==> config.mk <==
export PLATFORM = sky130hd
export DESIGN_NAME = tea_decrypt
export DESIGN_NICKNAME = d
export VERILOG_FILES = /design/src/rtl/tea_decrypt.sv
export SDC_FILE = /design/constraint.sdc
export NUM_CORES = 1
export LEC_CHECK = 0
export CORE_AREA = 2 2 304 186
export DETAILED_ROUTE_END_ITERATION = 7
export DIE_AREA = 0 0 306 188
export GPL_TIMING_DRIVEN = 0
export RECOVER_POWER = 25
export SYNTH_ARGS = -nofsm -noshare
export SYNTH_HDL_FRONTEND = slang
export SYNTH_SLANG_ARGS = --single-unit
==> constraint.sdc <==
create_clock -name i_clk -period 11.8 [get_ports i_clk]
set_input_delay 1.18 -clock i_clk [delete_from_list [all_inputs] [get_ports i_clk]]
set_output_delay 1.18 -clock i_clk [all_outputs]
set_load 0.005 [all_outputs]
==> src/rtl/tea_decrypt.sv <==
// TEA block decryptor with bit-serial load and unload.
// Ports:
//   i_clk, i_rst_n  - clock and asynchronous active-low reset
//   i_key_update    - in IDLE, shift i_rx into the 128-bit key (MSB first)
//   i_data_shift    - in IDLE, shift i_rx into the 64-bit ciphertext (MSB first)
//   i_calculate     - start decryption (wins over both shift controls)
//   i_rx            - serial input bit
//   o_tx            - serial plaintext bit, MSB first
//   o_tx_valid      - o_tx carries a plaintext bit this cycle
//   o_ready         - block is idle and accepting key, data and start
module tea_decrypt (
  input  logic i_clk,
  input  logic i_rst_n,
  input  logic i_key_update,
  input  logic i_data_shift,
  input  logic i_calculate,
  input  logic i_rx,
  output logic o_tx,
  output logic o_tx_valid,
  output logic o_ready
);

  localparam int unsigned KEY_W   = 128;
  localparam int unsigned DATA_W  = 64;
  localparam int unsigned WORD_W  = 32;
  localparam int unsigned ROUND_W = 5;
  localparam int unsigned BIT_W   = 6;

  localparam logic [WORD_W-1:0]  DELTA      = 32'h9E37_79B9;
  localparam logic [WORD_W-1:0]  SUM_INIT   = 32'hC6EF_3720;
  localparam logic [ROUND_W-1:0] LAST_ROUND = 5'd31;
  localparam logic [BIT_W-1:0]   LAST_BIT   = 6'd63;

  typedef enum logic [1:0] {
    IDLE  = 2'd0,
    ROUND = 2'd1,
    SHIFT = 2'd2
  } state_t;

  state_t              state;
  logic [KEY_W-1:0]    key;
  logic [DATA_W-1:0]   data;
  logic [WORD_W-1:0]   sum;
  logic [ROUND_W-1:0]  round_cnt;
  logic [BIT_W-1:0]    bit_cnt;

  logic [WORD_W-1:0] k0, k1, k2, k3;
  logic [WORD_W-1:0] v0, v1, v0_new, v1_new;

  assign k0 = key[127:96];
  assign k1 = key[95:64];
  assign k2 = key[63:32];
  assign k3 = key[31:0];
  assign v0 = data[63:32];
  assign v1 = data[31:0];

  // One full decrypt round; the second half consumes the updated v1.
  always_comb begin
    v1_new = v1 - ((((v0 << 4) + k2) ^ (v0 + sum)) ^ ((v0 >> 5) + k3));
    v0_new = v0 - ((((v1_new << 4) + k0) ^ (v1_new + sum)) ^ ((v1_new >> 5) + k1));
  end

  // Control FSM, datapath and registered outputs.
  // Outputs trail the state by one cycle, so the first IDLE cycle after SHIFT
  // still shows the last bit with o_ready low; acceptance is gated on o_ready.
  always_ff @(posedge i_clk or negedge i_rst_n) begin
    if (!i_rst_n) begin
      state      <= IDLE;
      key        <= '0;
      data       <= '0;
      sum        <= '0;
      round_cnt  <= '0;
      bit_cnt    <= '0;
      o_tx       <= 1'b0;
      o_tx_valid <= 1'b0;
      o_ready    <= 1'b1;
    end else begin
      case (state)
        IDLE: begin
          o_tx       <= 1'b0;
          o_tx_valid <= 1'b0;
          if (!o_ready) begin
            o_ready <= 1'b1;
          end else if (i_calculate) begin
            state     <= ROUND;
            sum       <= SUM_INIT;
            round_cnt <= '0;
            o_ready   <= 1'b0;
          end else if (i_key_update) begin
            key <= {key[KEY_W-2:0], i_rx};
          end else if (i_data_shift) begin
            data <= {data[DATA_W-2:0], i_rx};
          end
        end

        ROUND: begin
          o_tx       <= 1'b0;
          o_tx_valid <= 1'b0;
          data       <= {v0_new, v1_new};
          sum        <= sum - DELTA;
          round_cnt  <= round_cnt + 5'd1;
          if (round_cnt == LAST_ROUND) begin
            state   <= SHIFT;
            bit_cnt <= '0;
          end
        end

        SHIFT: begin
          // Index rather than shift so data keeps the plaintext afterwards.
          o_tx       <= data[LAST_BIT - bit_cnt];
          o_tx_valid <= 1'b1;
          bit_cnt    <= bit_cnt + 6'd1;
          if (bit_cnt == LAST_BIT) begin
            state <= IDLE;
          end
        end

        default: begin
          state      <= IDLE;
          o_tx       <= 1'b0;
          o_tx_valid <= 1'b0;
          o_ready    <= 1'b0;
        end
      endcase
    end
  end

endmodule

Word level (Yosys, flattened, before mapping)
Cells that the tools add are included.
- add/subtract/negate cells: 12
- order comparisons: 1
- eq/ne operators: 11
- multiplexer cells: 25
- bitwise operators: 5
- reductions and logical operators: 9
- operators with widths (cell ; number):
    two-way mux 64 bit ; 4
    adder 32 bit ; 4
    one-hot mux 64 bit (2 select lines) ; 1
    XOR 32 bit ; 4
    adder 27 x 32 -> 32 bit ; 2
    two-way mux 32 bit ; 2
    one-hot mux 32 bit (2 select lines) ; 1
    subtractor 32 bit ; 2
    subtractor 32 bit (second input constant) ; 1
    != test 2 bit (second input constant) ; 7
    one-hot mux 6 bit (2 select lines) ; 1
    two-way mux 5 bit ; 2
    one-hot mux 5 bit (2 select lines) ; 1
    two-way mux 2 bit ; 4
    AND reduction 4 bit ; 2
    < comparator 6 x 7 -> 1 bit (second input constant) ; 1
    adder 6 x 1 -> 6 bit (second input constant) ; 1
    binary-select mux 1 bit (select 6 bit) ; 1
    equality test 6 bit (second input constant) ; 1
    two-way mux 6 bit ; 1
    one-hot mux 2 bit (3 select lines) ; 1
    subtractor 6 bit (first input constant) ; 1
    adder 5 x 1 -> 5 bit (second input constant) ; 1
    equality test 5 bit (second input constant) ; 1
    other kinds (11) ; 16
- register bits after elaboration: 240
- bits of input ports: 6
- output and inout port bits: 3
- logic and storage cells: 72

Depth between registers and ports, before layout
- word-level depth: 9
- gate-level depth with buffers: 45
- depth with buffers taken out: 45

Least setup slack after synthesis
No wires, ideal clock.
- kind: reg-to-reg
- start point: register data[37]
- end point: register data[63]
- library setup time: 76 ps
- data arrival time: 8258 ps
- path slack: 3466 ps
- cell stages (with the launch flop): 45
- path buffers: 0
- period minus slack after synthesis: 8334 ps
- cells stage by stage: dfrtp_1 ha_1 fa_1 a21o_1 a21o_1 a21o_1 a21o_1 a21oi_1 nor2_1 o21ai_0 nand2b_1 a21oi_1 xnor2_1 ha_1 or3_1 o211ai_1 o221ai_1 o21ai_0 (+9 left out) o221ai_1 a31oi_1 o21ai_0 nand2b_1 xnor2_1 xnor2_1 xnor2_1 ha_1 a21o_1 a21oi_1 nor2b_1 a311o_1 nand2_1 a31oi_1 xnor3_1 xor2_1 xnor3_1 o21ai_1
- cells in the longest elaborated chain, start to end: 9
- RTL lines (what ; line ; source):
    from (decl) ; 42 ; logic [DATA_W-1:0] data;
    from (signal assigned) ; 92 ; data <= {data[DATA_W-2:0], i_rx};
    from (signal assigned) ; 99 ; data <= {v0_new, v1_new};
    adder 32 bit ; 59 ; v1_new = v1 - ((((v0 << 4) + k2) ^ (v0 + sum)) ^ ((v0 >> 5) + k3));
    XOR 32 bit (2 in a row) ; 59 ;
    subtractor 32 bit ; 59 ;
    adder 32 bit ; 60 ; v0_new = v0 - ((((v1_new << 4) + k0) ^ (v1_new + sum)) ^ ((v1_new >> 5) + k1));
    XOR 32 bit (2 in a row) ; 60 ;
    subtractor 32 bit (*) ; 60 ;
    one-hot mux 64 bit (2 select lines) (*) ; 78 ; case (state)
Mark *: on every way between the ends. The rest lies on a longest branch, timed or not.
A chain may end at the register's enable or synchronous reset.

Final worst setup path
- start point: register sum[0]
- end point: register data[63]
- cells in the longest elaborated chain, start to end: 9
- RTL lines (what ; line ; source):
    from (decl) ; 43 ; logic [WORD_W-1:0] sum;
    from (signal assigned) ; 100 ; sum <= sum - DELTA;
    adder 32 bit ; 59 ;
    XOR 32 bit (2 in a row) ; 59 ;
    subtractor 32 bit ; 59 ;
    adder 32 bit ; 60 ;
    XOR 32 bit ; 60 ;
    XOR 32 bit (*) ; 60 ;
    subtractor 32 bit (*) ; 60 ;
    one-hot mux 64 bit (2 select lines) (*) ; 78 ;
Marked as above.

==> metrics.md <==
| Metric | Value |
|---|---|
| Outcome | complete, but fails checks |
| Failing checks | max-capacitance violations, max-slew violations |
| CTS Sinks | 240 |
| Most Frequent Cell on Critical Path | sky130_fd_sc_hd__a21oi_1 |
| Multi-input logic area | 15800 um2 |
| Overall routed net length | 73500 um |
| Post-detailed-placement half-perimeter wirelength | 58800 um |
| TritonCTS clock tree | built |
| # DRC | 0 |
| Final count of pins violating max slew | 229 |
| Tightest Hold Check Type | reg2reg |
| Dominant register cell in the synthesized netlist | sky130_fd_sc_hd__dfrtp_1 |
| Clk_skew | 16.0 ps |
| Source of the worst hold timing path | o_ready |
| Netlist cell types | 74 |
| DRC violation total after the first TritonRoute iteration | 1970 |
| Worst slew pin tran | 6520 ps |
| Area of the core | 54900 um2 |
| Horizontal die dimension | 306 um |
| Die Area | 57500 um2 |
| Setup repair after global routing missed its margin | no |
| Worst EP arrival | 11660 ps |
| Worst setup SP type | register |
| Largest net degree at the start of global routing | 116 |
| Gp weighted congestion | 0.943 |
| Routed length on met2 | 26800 um |
| Routed len/inst | 23.2 um |
| Number of setup violations in the final report | 0 |
| Vias per std cell | 5.93 |
| I/O Pins | 9 |
| CTS Hold Buffers Added | 0 |
| Worst Hold End | o_ready |
| Most common library cell in the layout ignoring fill and taps | sky130_fd_sc_hd__xnor2_1 |
| Time the final worst path needs with I/O delays and setup | 11150 ps |
| Critical path class | reg2reg |
| Final ANT Viol Nets | 0 |
| Largest driver fanout on the critical path | 6 |
| Clock-pin slew reported for the worst setup and hold paths after clock tree synthesis | 70 ps |
| Total track usage | 25.3% |
| Biggest area consumer among synthesized cells | sky130_fd_sc_hd__dfrtp_1 |
| Die outline height | 188 um |
| Reg2Reg Setup Slack | 650 ps |
| Worst reg2reg startpoint | sum[0] |
| Worst hold stages | 2 |
| Part of the Yosys area used for sequential elements | 27.0% |
| TritonCTS buffer count | 27 |
| Slowest stage cell, crit path | sky130_fd_sc_hd__o41ai_1 |
| End-of-flow core utilization | 43.9% |
| Mapped Cells | 2392 |
| Netlist area before placement | 22200 um2 |
| Portion of the clock cycle consumed by the worst path in the final layout | 94.5% |
| Kind of end point of the critical path | register |
| Met3 wire length | 8450 um |
| Number of warnings printed during yosys synthesis | 0 |
| Pre-Repair DR Iteration Count | 5 |
| Net total in the final layout | 2693 |
| Total number of H-tree levels | 1 |
| Leading cell types in the layout, fill and taps excluded | 302 x sky130_fd_sc_hd__xnor2_1, 248 x sky130_fd_sc_hd__ha_1, 239 x sky130_fd_sc_hd__dfrtp_1 |
| Setup Total Neg Slack | 0 ps |
| Detailed-routing wirelength on met1 | 36800 um |
| Max clock buf depth | 3 |
| Vias in the first global route | 17990 |
| Average size of a mapped cell | 9.29 um2 |
| Post-synth EDFFs | 0 |
| Reg-to-reg critical path endpoint | data[63] |
| Worst endpoint required time | 12310 ps |
| Post-Syn Nets | 2654 |
| Path depth of the worst reg2reg path | 38 |
| Wire length of the first global-routing pass | 110000 um |
| Proportion of layout cells with a drive suffix above 1 | 8.50% |
| DR vias | 18805 |
| Async SR Flop Fraction | 100% |
| Number of buffers inserted by post-CTS setup repair | 0 |
| Final global-route overflow total | 0 |
| Fmax | 89.7 MHz |
| Floorplan row count | 67 |
| Antenna violations before repair | 2 |
| Main area contributors after synthesis | sky130_fd_sc_hd__dfrtp_1 27%, sky130_fd_sc_hd__ha_1 14%, sky130_fd_sc_hd__xnor2_1 12% |
| Max-cap violations | 2 |
| Area share of the leading cell type in the synthesized netlist | 26.9% |
| Clock root buffer | sky130_fd_sc_hd__clkbuf_16 |
| Worst-skew pair later-pin latency | 590 ps |
| Effective utilization at floorplan | 40.5% |
| Synthesis-stage register bit count | 240 |
| Area growth syn-to-layout | 8.40% |
| Critical Path Max Stage Delay | 670 ps |
| Final Hold Violating Endpoints | 0 |
| Number of buffers inserted by port buffering | 8 |
| Filler cells | 5253 |
| Sequential standard cell area | 6010 um2 |
| Uppermost layer routed | met5 |
| Max transition margin | -335% |
timing repair:
action,CTS,global route
setup endpoints to repair,0,1
gates resized for setup,0,2
endpoints found under the hold margin,0,0
cells in the mapped netlist (10+ instances only):
library cell / instances
sky130_fd_sc_hd__nand2b_1: 29
sky130_fd_sc_hd__nor3_1: 34
sky130_fd_sc_hd__o21bai_1: 32
sky130_fd_sc_hd__a21oi_1: 223
sky130_fd_sc_hd__clkbuf_1: 48
sky130_fd_sc_hd__or3_1: 13
sky130_fd_sc_hd__dfrtp_1: 239
sky130_fd_sc_hd__o21a_1: 26
sky130_fd_sc_hd__o21ai_0: 138
sky130_fd_sc_hd__nand4_1: 21
sky130_fd_sc_hd__a21o_1: 131
sky130_fd_sc_hd__inv_1: 59
sky130_fd_sc_hd__xnor2_1: 302
sky130_fd_sc_hd__a31oi_1: 18
sky130_fd_sc_hd__mux2_2: 127
sky130_fd_sc_hd__xor2_1: 71
sky130_fd_sc_hd__nand2_1: 167
sky130_fd_sc_hd__nor2_1: 141
sky130_fd_sc_hd__mux4_2: 21
sky130_fd_sc_hd__mux2i_1: 42
sky130_fd_sc_hd__and3_1: 31
sky130_fd_sc_hd__ha_1: 248
sky130_fd_sc_hd__o211ai_1: 10
sky130_fd_sc_hd__nand3_1: 47
sky130_fd_sc_hd__nor2b_1: 22
stage by stage:
stage	cell area, um2	cells	worst slack, ps	hold slack, ps
2_1_floorplan	22200	2392	3470	474
3_3_place_gp	23200	3124	-916	497
3_5_place_dp	23300	3126	971	501
4_1_cts	24100	3171	887	386
5_1_grt	24100	3171	76.4	557
6_report	24100	3172	650	528
cells by family (layout without fill, tap and decap cells):
| logic type | count (synthesis) | count (layout) | synth area share [%] |
|---|---|---|---|
| buf+inv | 116 | 171 | 1.96 |
| fa+ha+maj | 256 | 256 | 14.7 |
| mux | 190 | 190 | 10.5 |
| other cells | 0 | 1 | 0 |
| xor+xnor | 380 | 380 | 15.4 |
| compound gates | 677 | 677 | 19.3 |
| simple gates | 533 | 533 | 11.2 |
| flops | 240 | 240 | 27.0 |
per-layer routing:
| metal | GRT usage [%] | vias up |
|---|---|---|
| li1 | - | 8787 |
| met1 | 39.1 | 9226 |
| met2 | 32.6 | 710 |
| met3 | 9.75 | 80 |
| met4 | 4.79 | 2 |
| met5 | 0 | - |
registers in the layout, summed over array words and instances, names as in the netlist:
register and cells:
state 2, bit_cnt 6, sum 32, key 128, o_tx_valid 1, o_tx 1, data 64, o_ready 1
round_cnt 5
critical path, delay by kind of cell (launching register included):
family / cells / cell delay (ps)
AO/OA/AOI/OAI: 18 / 4640
XOR/XNOR: 8 / 2530
adder cells (fa/ha/maj): 5 / 1860
AND/OR/NAND/NOR: 7 / 1520
flip-flops: 1 / 500
worst max path at each step:
stage | startpoint | to | cells past startpoint
final | sum[0] | data[63] | 38
after global placement | i_rst_n | key[117] | 1
after floorplan | data[37] | data[63] | 44
after detailed placement | data[37] | data[63] | 45
after CTS | data[37] | data[63] | 45
after global routing | sum[0] | data[63] | 42
cell type report:
cell class	instances	area share, %
timing repair buffer	10	0.338
buffer	56	0.878
sequential	240	24.9
clock buffer	35	3.05
tap	724	3.76
multi-input combinational	2036	65.5
inverter	60	0.935
antenna	1	0.0104
clock inverter	10	0.540
Power is left out: the tool's default activity adds up to more than one toggle a clock period on the data nets, which glitch-free logic cannot reach.
